`src/rtl/cpu_core_w_pkg.sv`:
```
// Shared definitions for the width-parametrised core.
// Holds the FSM state codes, instruction field encodings (direction, ALU op,
// branch condition, register select) used by the core and its ALU.
package cpu_core_w_pkg;

  typedef enum logic [2:0] {
    StBoot  = 3'd0,
    StFetch = 3'd1,
    StExec  = 3'd2,
    StLoad  = 3'd3,
    StStore = 3'd4,
    StHalt  = 3'd5
  } state_e;

  // Instruction [7:6]
  typedef enum logic [1:0] {
    DirReg    = 2'b00,
    DirLoad   = 2'b01,
    DirStore  = 2'b10,
    DirBranch = 2'b11
  } dir_e;

  // Instruction [5:4] for register, load and store instructions
  typedef enum logic [1:0] {
    OpMov  = 2'b00,
    OpAdd  = 2'b01,
    OpSub  = 2'b10,
    OpTest = 2'b11
  } alu_op_e;

  // Instruction [5:4] reinterpreted for branch instructions
  typedef enum logic [1:0] {
    BrAlways  = 2'b00,
    BrZero    = 2'b01,
    BrNotZero = 2'b10,
    BrHalt    = 2'b11
  } br_op_e;

  // Instruction [3:2] (A) and [1:0] (B)
  typedef enum logic [1:0] {
    RegR0 = 2'b00,
    RegR1 = 2'b01,
    RegR2 = 2'b10,
    RegIp = 2'b11
  } reg_sel_e;

endpackage

```
`src/rtl/alu_w.sv`:
```
// Combinational ALU: mov / add / sub / test, all modulo 2^DATA_W.
// Ports:
//   op     - ALU operation
//   a, b   - operands (b is rB or the loaded bus word)
//   result - operation result (test passes a through; it is never written back)
//   zero   - zero flag candidate: result==0, or b==0 for test
module alu_w
  import cpu_core_w_pkg::*;
#(
  parameter int unsigned DATA_W = 8
) (
  input  alu_op_e           op,
  input  logic [DATA_W-1:0] a,
  input  logic [DATA_W-1:0] b,
  output logic [DATA_W-1:0] result,
  output logic              zero
);

  always_comb begin
    result = b;
    unique case (op)
      OpMov:  result = b;
      OpAdd:  result = a + b;
      OpSub:  result = a - b;
      OpTest: result = a;
      default: result = b;
    endcase
  end

  assign zero = (op == OpTest) ? (b == '0) : (result == '0);

endmodule

```
`src/rtl/cpu_core_w.sv`:
```
// Multi-cycle 8-bit-instruction CPU core with generic data width.
// One shared address space for memory and peripherals; every bus cycle is
// held until ready. Instruction word bits [7:0] are decoded, upper bits ignored.
// Ports:
//   clk      - system clock, rising edge
//   reset    - asynchronous active-high reset
//   address  - bus address (address buffer register)
//   data_in  - read data, sampled when read && ready
//   data_out - write data (data buffer register)
//   ready    - completes the current read or write cycle
//   read     - read request (fetch and load)
//   write    - write request (store)
//   halted   - core stopped by a halt instruction
module cpu_core_w
  import cpu_core_w_pkg::*;
#(
  parameter int unsigned      DATA_W    = 8,
  parameter logic [DATA_W-1:0] RESET_VEC = '0
) (
  input  logic              clk,
  input  logic              reset,
  output logic [DATA_W-1:0] address,
  input  logic [DATA_W-1:0] data_in,
  output logic [DATA_W-1:0] data_out,
  input  logic              ready,
  output logic              read,
  output logic              write,
  output logic              halted
);

  state_e            state_q;
  logic [DATA_W-1:0] ip_q, r0_q, r1_q, r2_q;
  logic [DATA_W-1:0] addr_buf_q, data_buf_q;
  logic              z_q;
  logic [7:0]        cmd_q;
  logic              read_q, write_q, halted_q;

  dir_e     dir;
  alu_op_e  op;
  br_op_e   br_op;
  reg_sel_e sel_a, sel_b;

  assign dir   = dir_e'(cmd_q[7:6]);
  assign op    = alu_op_e'(cmd_q[5:4]);
  assign br_op = br_op_e'(cmd_q[5:4]);
  assign sel_a = reg_sel_e'(cmd_q[3:2]);
  assign sel_b = reg_sel_e'(cmd_q[1:0]);

  logic [DATA_W-1:0] ra_val, rb_val, alu_b, alu_res, ip_inc;
  logic [DATA_W-1:0] exec_ip, load_ip;
  logic              alu_zero, writes_reg, br_taken, reg_we;

  always_comb begin
    ra_val = r0_q;
    unique case (sel_a)
      RegR0: ra_val = r0_q;
      RegR1: ra_val = r1_q;
      RegR2: ra_val = r2_q;
      RegIp: ra_val = ip_q;
      default: ra_val = r0_q;
    endcase
  end

  always_comb begin
    rb_val = r0_q;
    unique case (sel_b)
      RegR0: rb_val = r0_q;
      RegR1: rb_val = r1_q;
      RegR2: rb_val = r2_q;
      RegIp: rb_val = ip_q;
      default: rb_val = r0_q;
    endcase
  end

  // Single ALU: operand B is the bus word while a load completes.
  assign alu_b = (state_q == StLoad) ? data_in : rb_val;

  alu_w #(
    .DATA_W(DATA_W)
  ) u_alu (
    .op    (op),
    .a     (ra_val),
    .b     (alu_b),
    .result(alu_res),
    .zero  (alu_zero)
  );

  assign writes_reg = (op != OpTest);
  assign ip_inc     = ip_q + DATA_W'(1);

  always_comb begin
    br_taken = 1'b0;
    unique case (br_op)
      BrAlways:  br_taken = 1'b1;
      BrZero:    br_taken = z_q;
      BrNotZero: br_taken = ~z_q;
      BrHalt:    br_taken = 1'b0;
      default:   br_taken = 1'b0;
    endcase
  end

  // ip after a register or branch instruction (ip_q is already incremented).
  always_comb begin
    exec_ip = ip_q;
    if (dir == DirReg && sel_a == RegIp && writes_reg) begin
      exec_ip = alu_res;
    end else if (dir == DirBranch && br_taken) begin
      exec_ip = rb_val;
    end
  end

  // ip after a load: skip the immediate word, unless ip itself is the target.
  always_comb begin
    load_ip = (sel_b == RegIp) ? ip_inc : ip_q;
    if (sel_a == RegIp && writes_reg) begin
      load_ip = alu_res;
    end
  end

  assign reg_we = writes_reg &&
                  ((state_q == StExec && dir == DirReg) || (state_q == StLoad && ready));

  always_ff @(posedge clk or posedge reset) begin
    if (reset) begin
      state_q    <= StBoot;
      ip_q       <= RESET_VEC;
      r0_q       <= '0;
      r1_q       <= '0;
      r2_q       <= '0;
      z_q        <= 1'b0;
      cmd_q      <= '0;
      addr_buf_q <= RESET_VEC;
      data_buf_q <= '0;
      read_q     <= 1'b0;
      write_q    <= 1'b0;
      halted_q   <= 1'b0;
    end else begin
      unique case (state_q)
        StBoot: begin
          addr_buf_q <= ip_q;
          read_q     <= 1'b1;
          state_q    <= StFetch;
        end
        StFetch: begin
          if (ready) begin
            cmd_q   <= data_in[7:0];
            ip_q    <= ip_inc;
            read_q  <= 1'b0;
            state_q <= StExec;
          end
        end
        StExec: begin
          unique case (dir)
            DirReg: begin
              if (op != OpMov) z_q <= alu_zero;
              ip_q       <= exec_ip;
              addr_buf_q <= exec_ip;
              read_q     <= 1'b1;
              state_q    <= StFetch;
            end
            DirLoad: begin
              addr_buf_q <= rb_val;
              read_q     <= 1'b1;
              state_q    <= StLoad;
            end
            DirStore: begin
              addr_buf_q <= rb_val;
              data_buf_q <= ra_val;
              write_q    <= 1'b1;
              state_q    <= StStore;
            end
            DirBranch: begin
              if (br_op == BrHalt) begin
                halted_q <= 1'b1;
                state_q  <= StHalt;
              end else begin
                ip_q       <= exec_ip;
                addr_buf_q <= exec_ip;
                read_q     <= 1'b1;
                state_q    <= StFetch;
              end
            end
            default: state_q <= StFetch;
          endcase
        end
        StLoad: begin
          if (ready) begin
            if (op != OpMov) z_q <= alu_zero;
            ip_q       <= load_ip;
            addr_buf_q <= load_ip;
            state_q    <= StFetch;
          end
        end
        StStore: begin
          if (ready) begin
            write_q    <= 1'b0;
            read_q     <= 1'b1;
            addr_buf_q <= ip_q;
            state_q    <= StFetch;
          end
        end
        StHalt: begin
          state_q <= StHalt;
        end
        default: begin
          read_q   <= 1'b0;
          write_q  <= 1'b0;
          halted_q <= 1'b0;
          state_q  <= StBoot;
        end
      endcase

      // ip as destination is handled by the FSM above.
      if (reg_we) begin
        unique case (sel_a)
          RegR0: r0_q <= alu_res;
          RegR1: r1_q <= alu_res;
          RegR2: r2_q <= alu_res;
          default: ;
        endcase
      end
    end
  end

  assign address  = addr_buf_q;
  assign data_out = data_buf_q;
  assign read     = read_q;
  assign write    = write_q;
  assign halted   = halted_q;

endmodule

```
`config.mk`:
```
export PLATFORM = sky130hd
export DESIGN_NAME = cpu_core_w
export DESIGN_NICKNAME = d
export VERILOG_FILES = /design/src/rtl/cpu_core_w_pkg.sv /design/src/rtl/alu_w.sv /design/src/rtl/cpu_core_w.sv
export SDC_FILE = /design/constraint.sdc
export NUM_CORES = 1
export LEC_CHECK = 0
export BUFFER_PORTS_ARGS = -buffer_cell sky130_fd_sc_hd__clkbuf_2
export CAP_MARGIN = 40
export CORE_MARGIN = 10
export CORE_UTILIZATION = 50
export DETAILED_ROUTE_END_ITERATION = 16
export PLACE_DENSITY = 0.66
export SLEW_MARGIN = 10
export SYNTH_ARGS = -nofsm -noshare
export SYNTH_HDL_FRONTEND = slang
export SYNTH_HIERARCHICAL = 1
export SYNTH_SLANG_ARGS = --single-unit
```
`constraint.sdc`:
```
create_clock -name clk -period 5.38 [get_ports clk]
set_input_delay 1.076 -clock clk [delete_from_list [all_inputs] [get_ports clk]]
set_output_delay 1.076 -clock clk [all_outputs]
set_load 0.02 [all_outputs]
```
==> flow_summary.yaml, run 1 <==
clock_network:
  cts.clk_slew.worst_paths_ns: 0.08
  cts.htree.levels: 3
  cts_root_buf: "clkbuf_8"
  clock_latency_ns: 0.36
  ctsHoldBuffers: 0
  post_cts_resized: 0
  cts_tree: "built"
  cts.sinks: 63
  cts_buffer_depth: 2
  cts_buffers: 9
  post_cts_buffers: 0
worst_setup_path:
  cp-start-kind: "register"
  cpMostUsedCell: "mux2_2"
  required_ns: 5.62
  crit_path_end_kind: "register"
  path_class: "register to register"
  cp.arrival_ns: 5.07
  crit_fanout: 9
  crit_path_top_delay_cell: "nor2_1"
  worstPathCellList: "inv_4, nor2_1, nand2_1, mux2_2, inv_1, ha_1, mux2_2, fa_1, or2b_2, a21oi_1, o21ai_0, nand2b_1, xnor2_1, o221ai_1, o22a_1, o221a_2, o31a_1"
  max_stage_delay_ns: 0.44
routing:
  first_pass_iters: 7
  wire_per_inst_um: 23.2
  initialDrtViolationCount: 629
  remaining_drc_errors: 0
  vias: 4343
  viasPerCell: 6.64
  antenna_left: 0
  finalWirelength_um: 15200
global_routing:
  antenna_found_initial: 0
  grt_pass1_wl_um: 24300
  grt.overflow.total: 0
  grt_max_degree: 38
  track_usage: 0.214
  grt_pass1_vias: 4310
sta:
  worst_pin_slew_ns: 0.764
  max_slew_margin: 0.491
  fin_crit_sh: 0.897
  rsz0062_at_grt: "false"
  drv_slew: 0
  period_minus_slack_ns: 4.83
  finClkSkew_ns: 0.0210
  fin_hold_ws_ns: 0.511
  hold_viol_final: 0
  setup_tns_ns: 0
  fmax_mhz: 207
  finalSetupViolations: 0
flow_run:
  maxCapViolations: 0
place:
  port_buffers: 29
  gp_congestion: 0.988
  hpwl_um: 11200
logic_synthesis:
  synthTopCellsByArea: "dfrtp_1 (32%), mux2_2 (11%), mux4_2 (7.0%), ha_1 (4.6%), o21ai_0 (3.5%)"
  syn-num-nets: 528
  synth_flop_cell: "dfrtp_1"
  synth.avg_cell_area_um2: 9.76
  syn_inst: 498
  synth-xor-area-share: 0.0252
  synth_top_family_by_area: "compound AO/OA/AOI/OAI gates"
  synth_common_cells: "dfrtp_1 (63), mux2_2 (48), nand2_1 (40)"
  synth_edf_count: 0
  synth-seq-cells: 63
  yosysSeqAreaShare: 0.324
  yosysWarnings: 6
  synth_top_cell_by_area: "dfrtp_1"
  yosys.area_share.simple: 0.138
  synth_compound_area_frac: 0.222
  synth_most_common_cell: "dfrtp_1"
  synth_top_area_frac: 0.324
  netlist_area_mm2: 0.00486
  ys_types: 70
  synth_adder_area_share: 0.0505
  async_reset_ff_frac: 1.00
  synth_mux_area_frac: 0.187
floorplan:
  core_area_mm2: 0.00937
  dieArea_mm2: 0.0141
  ioPinCount: 30
  initial_core_util: 0.519
  core.rowCount: 35
  die_y_um: 119
  die_w_um: 119
layout:
  antenna_cells: 0
  area_delta_synth_final_pct: 9.68
  nNetsFinal: 550
  drive_above_1_share: 0.291
outcome:
  outcome: "completed"
hold_path:
  min_path_type: "register to register"
==> logic make-up (layout without fill, tap and decap cells) <==
family | count (synthesis) | after routing
muxes | 66 | 66
DFF | 63 | 63
xor gates and xnor gates | 14 | 14
adders and majority gates | 19 | 19
and+or+nand+nor | 132 | 132
AOI/OAI and AO/OA | 150 | 150
buffers and inverters | 54 | 81
==> layout by cell type (no fill, tap or decap), types with 4 or more instances in the layout <==
cell	n
a211oi_1	4
a21oi_1	29
a221oi_1	5
a31oi_1	8
and3_1	4
buf_4	15
clkbuf_2	29
clkbuf_8	9
dfrtp_1	63
ha_1	18
inv_1	19
mux2_2	48
mux4_2	15
nand2_1	40
nand2b_1	5
nand3_1	13
nor2_1	33
nor3_1	8
o211ai_1	11
o21ai_0	34
o221ai_1	7
o22a_1	8
or3_1	4
xnor2_1	13
==> critical path, delay by kind of cell, from the launching register on <==
kind            cells  cell delay [ns]
buf+inv             2             0.15
compound gates      6             1.42
simple gates        4             1.27
fa+ha+maj           2             0.67
xor+xnor            1             0.12
flops               1             0.39
mux                 2             0.70
==> sequential cells by signal, summed over array words and instances, names as in the netlist <==
register,count
address,8
cmd_q,8
data_out,8
halted,1
ip_q,8
r0_q,8
r1_q,8
r2_q,8
read,1
state_q,3
write,1
z_q,1
==> final timing paths <==
| check | startpoint | to | slack, ns | cells after the start |
|---|---|---|---|---|
| min in group asynchronous | reset | ip_q[2] | 0.73 | 2 |
| worst max register to register | state_q[1] | address[6] | 0.55 | 17 |
| worst max-delay path | state_q[1] | address[6] | 0.55 | 17 |
| worst min-delay path | data_out[3] | data_out[3] | 0.51 | 1 |
| worst min register to register | data_out[3] | data_out[3] | 0.51 | 1 |
| max in group asynchronous | reset | cmd_q[4] | 3.71 | 3 |
==> area by class of cell <==
cell class / instances / area, µm²
clock buffers: 9 / 124
fillers: 822 / 4040
flip-flops and latches: 63 / 1580
well taps: 129 / 161
multi-input cells: 381 / 3030
inverters: 21 / 81.3
repair buffers: 44 / 258
clock inverters: 7 / 104
==> layer usage <==
metal / GRT usage / routed length (µm) / vias up / share of wire
li1: - / - / 1926 / -
met1: 0.284 / 6310 / 2123 / 0.42
met2: 0.334 / 7000 / 239 / 0.46
met5: 0 / 0 / - / 0
met4: 0.0840 / 481 / 0 / 0.032
met3: 0.0457 / 1370 / 55 / 0.090
==> stage by stage <==
| step | cells | utilization | area, µm² | setup slack (ns) |
|---|---|---|---|---|
| final | 654 | 0.569 | 5330 | 0.552 |
| after global routing | 654 | 0.569 | 5330 | 0.238 |
| after CTS | 654 | 0.569 | 5330 | 0.600 |
| after detailed placement | 638 | 0.544 | 5100 | 0.608 |
| after global placement | 638 | 0.544 | 5100 | 0.768 |
| after floorplan | 498 | - | 4860 | 1.21 |
Power of run 1 is left out: the tool's default activity adds up to more than one toggle a clock period on the data nets, which glitch-free logic cannot reach.
==> run 2, diff against run 1 <==
--- a/config.mk
+++ b/config.mk
@@ -5,12 +5,13 @@
 export SDC_FILE = /design/constraint.sdc
 export NUM_CORES = 1
 export LEC_CHECK = 0
+export ABC_AREA = 1
 export BUFFER_PORTS_ARGS = -buffer_cell sky130_fd_sc_hd__clkbuf_2
 export CAP_MARGIN = 40
 export CORE_MARGIN = 10
-export CORE_UTILIZATION = 50
+export CORE_UTILIZATION = 47
 export DETAILED_ROUTE_END_ITERATION = 16
-export PLACE_DENSITY = 0.66
+export PLACE_DENSITY = 0.62
 export SLEW_MARGIN = 10
 export SYNTH_ARGS = -nofsm -noshare
 export SYNTH_HDL_FRONTEND = slang
==> run 2 against run 1 <==
Cell count is 41% higher. Critical path depth is 11 higher. Non-clock buffer count is 9 lower. Clock skew is 0.0078 ns lower. Synthesized area is 3.3% higher. Clock-buffer cell count stayed put. Global-route usage is 0.56 points higher. Die area is 8.2% higher. First-iteration DRC count is 1.7% lower. Wire length is 8.2% higher. Design area is 1.1% higher. Highest routed layer unchanged.
==> flow_summary.yaml, run 2 <==
outcome:
  outcome: "completed"
logic_synthesis:
  synth.avg_cell_area_um2: 6.59
  netlist_area_mm2: 0.00502
  async_reset_ff_frac: 1.00
  yosysWarnings: 6
  ys_types: 40
  synthTopCellsByArea: "dfrtp_1 (31%), nand2_1 (20%), nand3_1 (7.3%), inv_1 (7.0%), a21oi_1 (5.7%)"
  synth_common_cells: "nand2_1 (263), inv_1 (94), nand3_1 (73)"
  synth_top_area_frac: 0.314
  synth_most_common_cell: "nand2_1"
  syn_inst: 762
  synth_top_cell_by_area: "dfrtp_1"
  syn-num-nets: 792
  synth_edf_count: 0
  yosysSeqAreaShare: 0.314
  synth-seq-cells: 63
  synth_flop_cell: "dfrtp_1"
layout:
  fillers: 1111
  layout_common_cells: "nand2_1 (263), inv_1 (93), nand3_1 (73)"
  layout_commonest_cell: "nand2_1"
  antenna_cells: 0
  fin_area_mm2: 0.00539
  area_delta_synth_final_pct: 7.32
  nNetsFinal: 814
  drive_above_1_share: 0.113
routing:
  vias: 5190
  antenna_left: 0
  wire_per_inst_um: 17.7
  viasPerCell: 5.61
  finalWirelength_um: 16400
  first_pass_iters: 5
  remaining_drc_errors: 0
  initialDrtViolationCount: 618
sta:
  finalSetupViolations: 0
  period_minus_slack_ns: 4.67
  setup_tns_ns: 0
  hold_viol_final: 0
  drv_slew: 0
  max_slew_margin: 0.424
  fin_crit_sh: 0.869
  rsz0062_at_grt: "false"
  finClkSkew_ns: 0.0132
  worst_pin_slew_ns: 0.861
  fmax_mhz: 214
global_routing:
  grt_max_degree: 56
  grt.overflow.total: 0
  antenna_found_initial: 0
  grt_pass1_vias: 4755
  track_usage: 0.220
  grt_pass1_wl_um: 26400
clock_network:
  cts.htree.levels: 3
  post_cts_buffers: 0
  cts.clk_slew.worst_paths_ns: 0.09
  clock_latency_ns: 0.36
  cts_root_buf: "clkbuf_8"
  cts_buffer_depth: 2
  cts_buffers: 9
  cts.sinks: 63
  cts_tree: "built"
  ctsHoldBuffers: 0
  post_cts_resized: 0
worst_setup_path:
  required_ns: 5.64
  crit_fanout: 13
  cpMostUsedCell: "nand2_1"
  crit_path_top_delay_cell: "ha_1"
  cp-start-kind: "register"
  max_stage_delay_ns: 0.47
  cp.arrival_ns: 4.93
  crit_path_end_kind: "register"
  path_class: "register to register"
place:
  placed_area_mm2: 0.00521
  hpwl_um: 12400
  gp_congestion: 0.960
  port_buffers: 29
hold_path:
  min_path_type: "register to register"
floorplan:
  die_y_um: 123
  core_area_mm2: 0.0104
  die_w_um: 123
  ioPinCount: 30
  core.rowCount: 37
  dieArea_mm2: 0.0152
  initial_core_util: 0.484
flow_run:
  maxCapViolations: 0
-- run 2: kinds of logic after synthesis --
logic type | count (synthesis) | synth area share
multiplexers | 1 | 0.00224
flip-flops | 63 | 0.314
adder cells (fa/ha/maj) | 19 | 0.0488
AO/OA/AOI/OAI | 139 | 0.155
AND/OR/NAND/NOR | 409 | 0.360
buffers and inverters | 125 | 0.110
XOR/XNOR | 6 | 0.0105
-- run 2: stage by stage --
| stage | setup WS [ns] | cells | hold slack [ns] | utilization |
|---|---|---|---|---|
| after floorplan | 1.83 | 762 | 0.467 | - |
| final | 0.706 | 925 | 0.484 | 0.520 |
| after global placement | 0.836 | 908 | 0.463 | 0.502 |
| after global routing | 0.212 | 925 | 0.512 | 0.520 |
| after detailed placement | 0.813 | 909 | 0.465 | 0.503 |
| after CTS | 0.829 | 925 | 0.488 | 0.520 |
-- run 2: critical path, delay by kind of cell (launching register included) --
kind / cells / cell delay (ns)
AOI/OAI and AO/OA: 6 / 1.16
adders and majority gates: 3 / 0.95
buffers and inverters: 6 / 0.77
DFF: 1 / 0.45
and+or+nand+nor: 13 / 1.26
-- run 2: layout make-up --
cell class                      count  area (µm²)  area share
Clock inverter                      7        55.1      0.0102
Tap cell                          136         170      0.0316
Multi-Input combinational cell    574        2900       0.537
Sequential cell                    63        1580       0.292
Inverter                          101         379      0.0703
Timing Repair Buffer               35         190      0.0353
Clock buffer                        9         124      0.0230
-- run 2: worst paths after layout --
path,depth (start not counted),endpoint,startpoint,slack (ns)
min in group asynchronous,2,cmd_q[4],reset,0.59
min reg2reg,2,address[5],address[5],0.48
max in group asynchronous,3,data_out[7],reset,3.81
max reg2reg,28,address[3],cmd_q[0],0.71
max,28,address[3],cmd_q[0],0.71
min,2,address[5],address[5],0.48
-- run 2: metal layers --
layer,GRT usage,share of wire,wire (µm),vias to the layer above
li1,-,-,-,2524
met1,0.291,0.43,7070,2386
met2,0.349,0.46,7610,243
met3,0.0433,0.076,1250,37
met4,0.0801,0.028,465,0
met5,0,0,0,-
Power of run 2 is left out for the same reason.
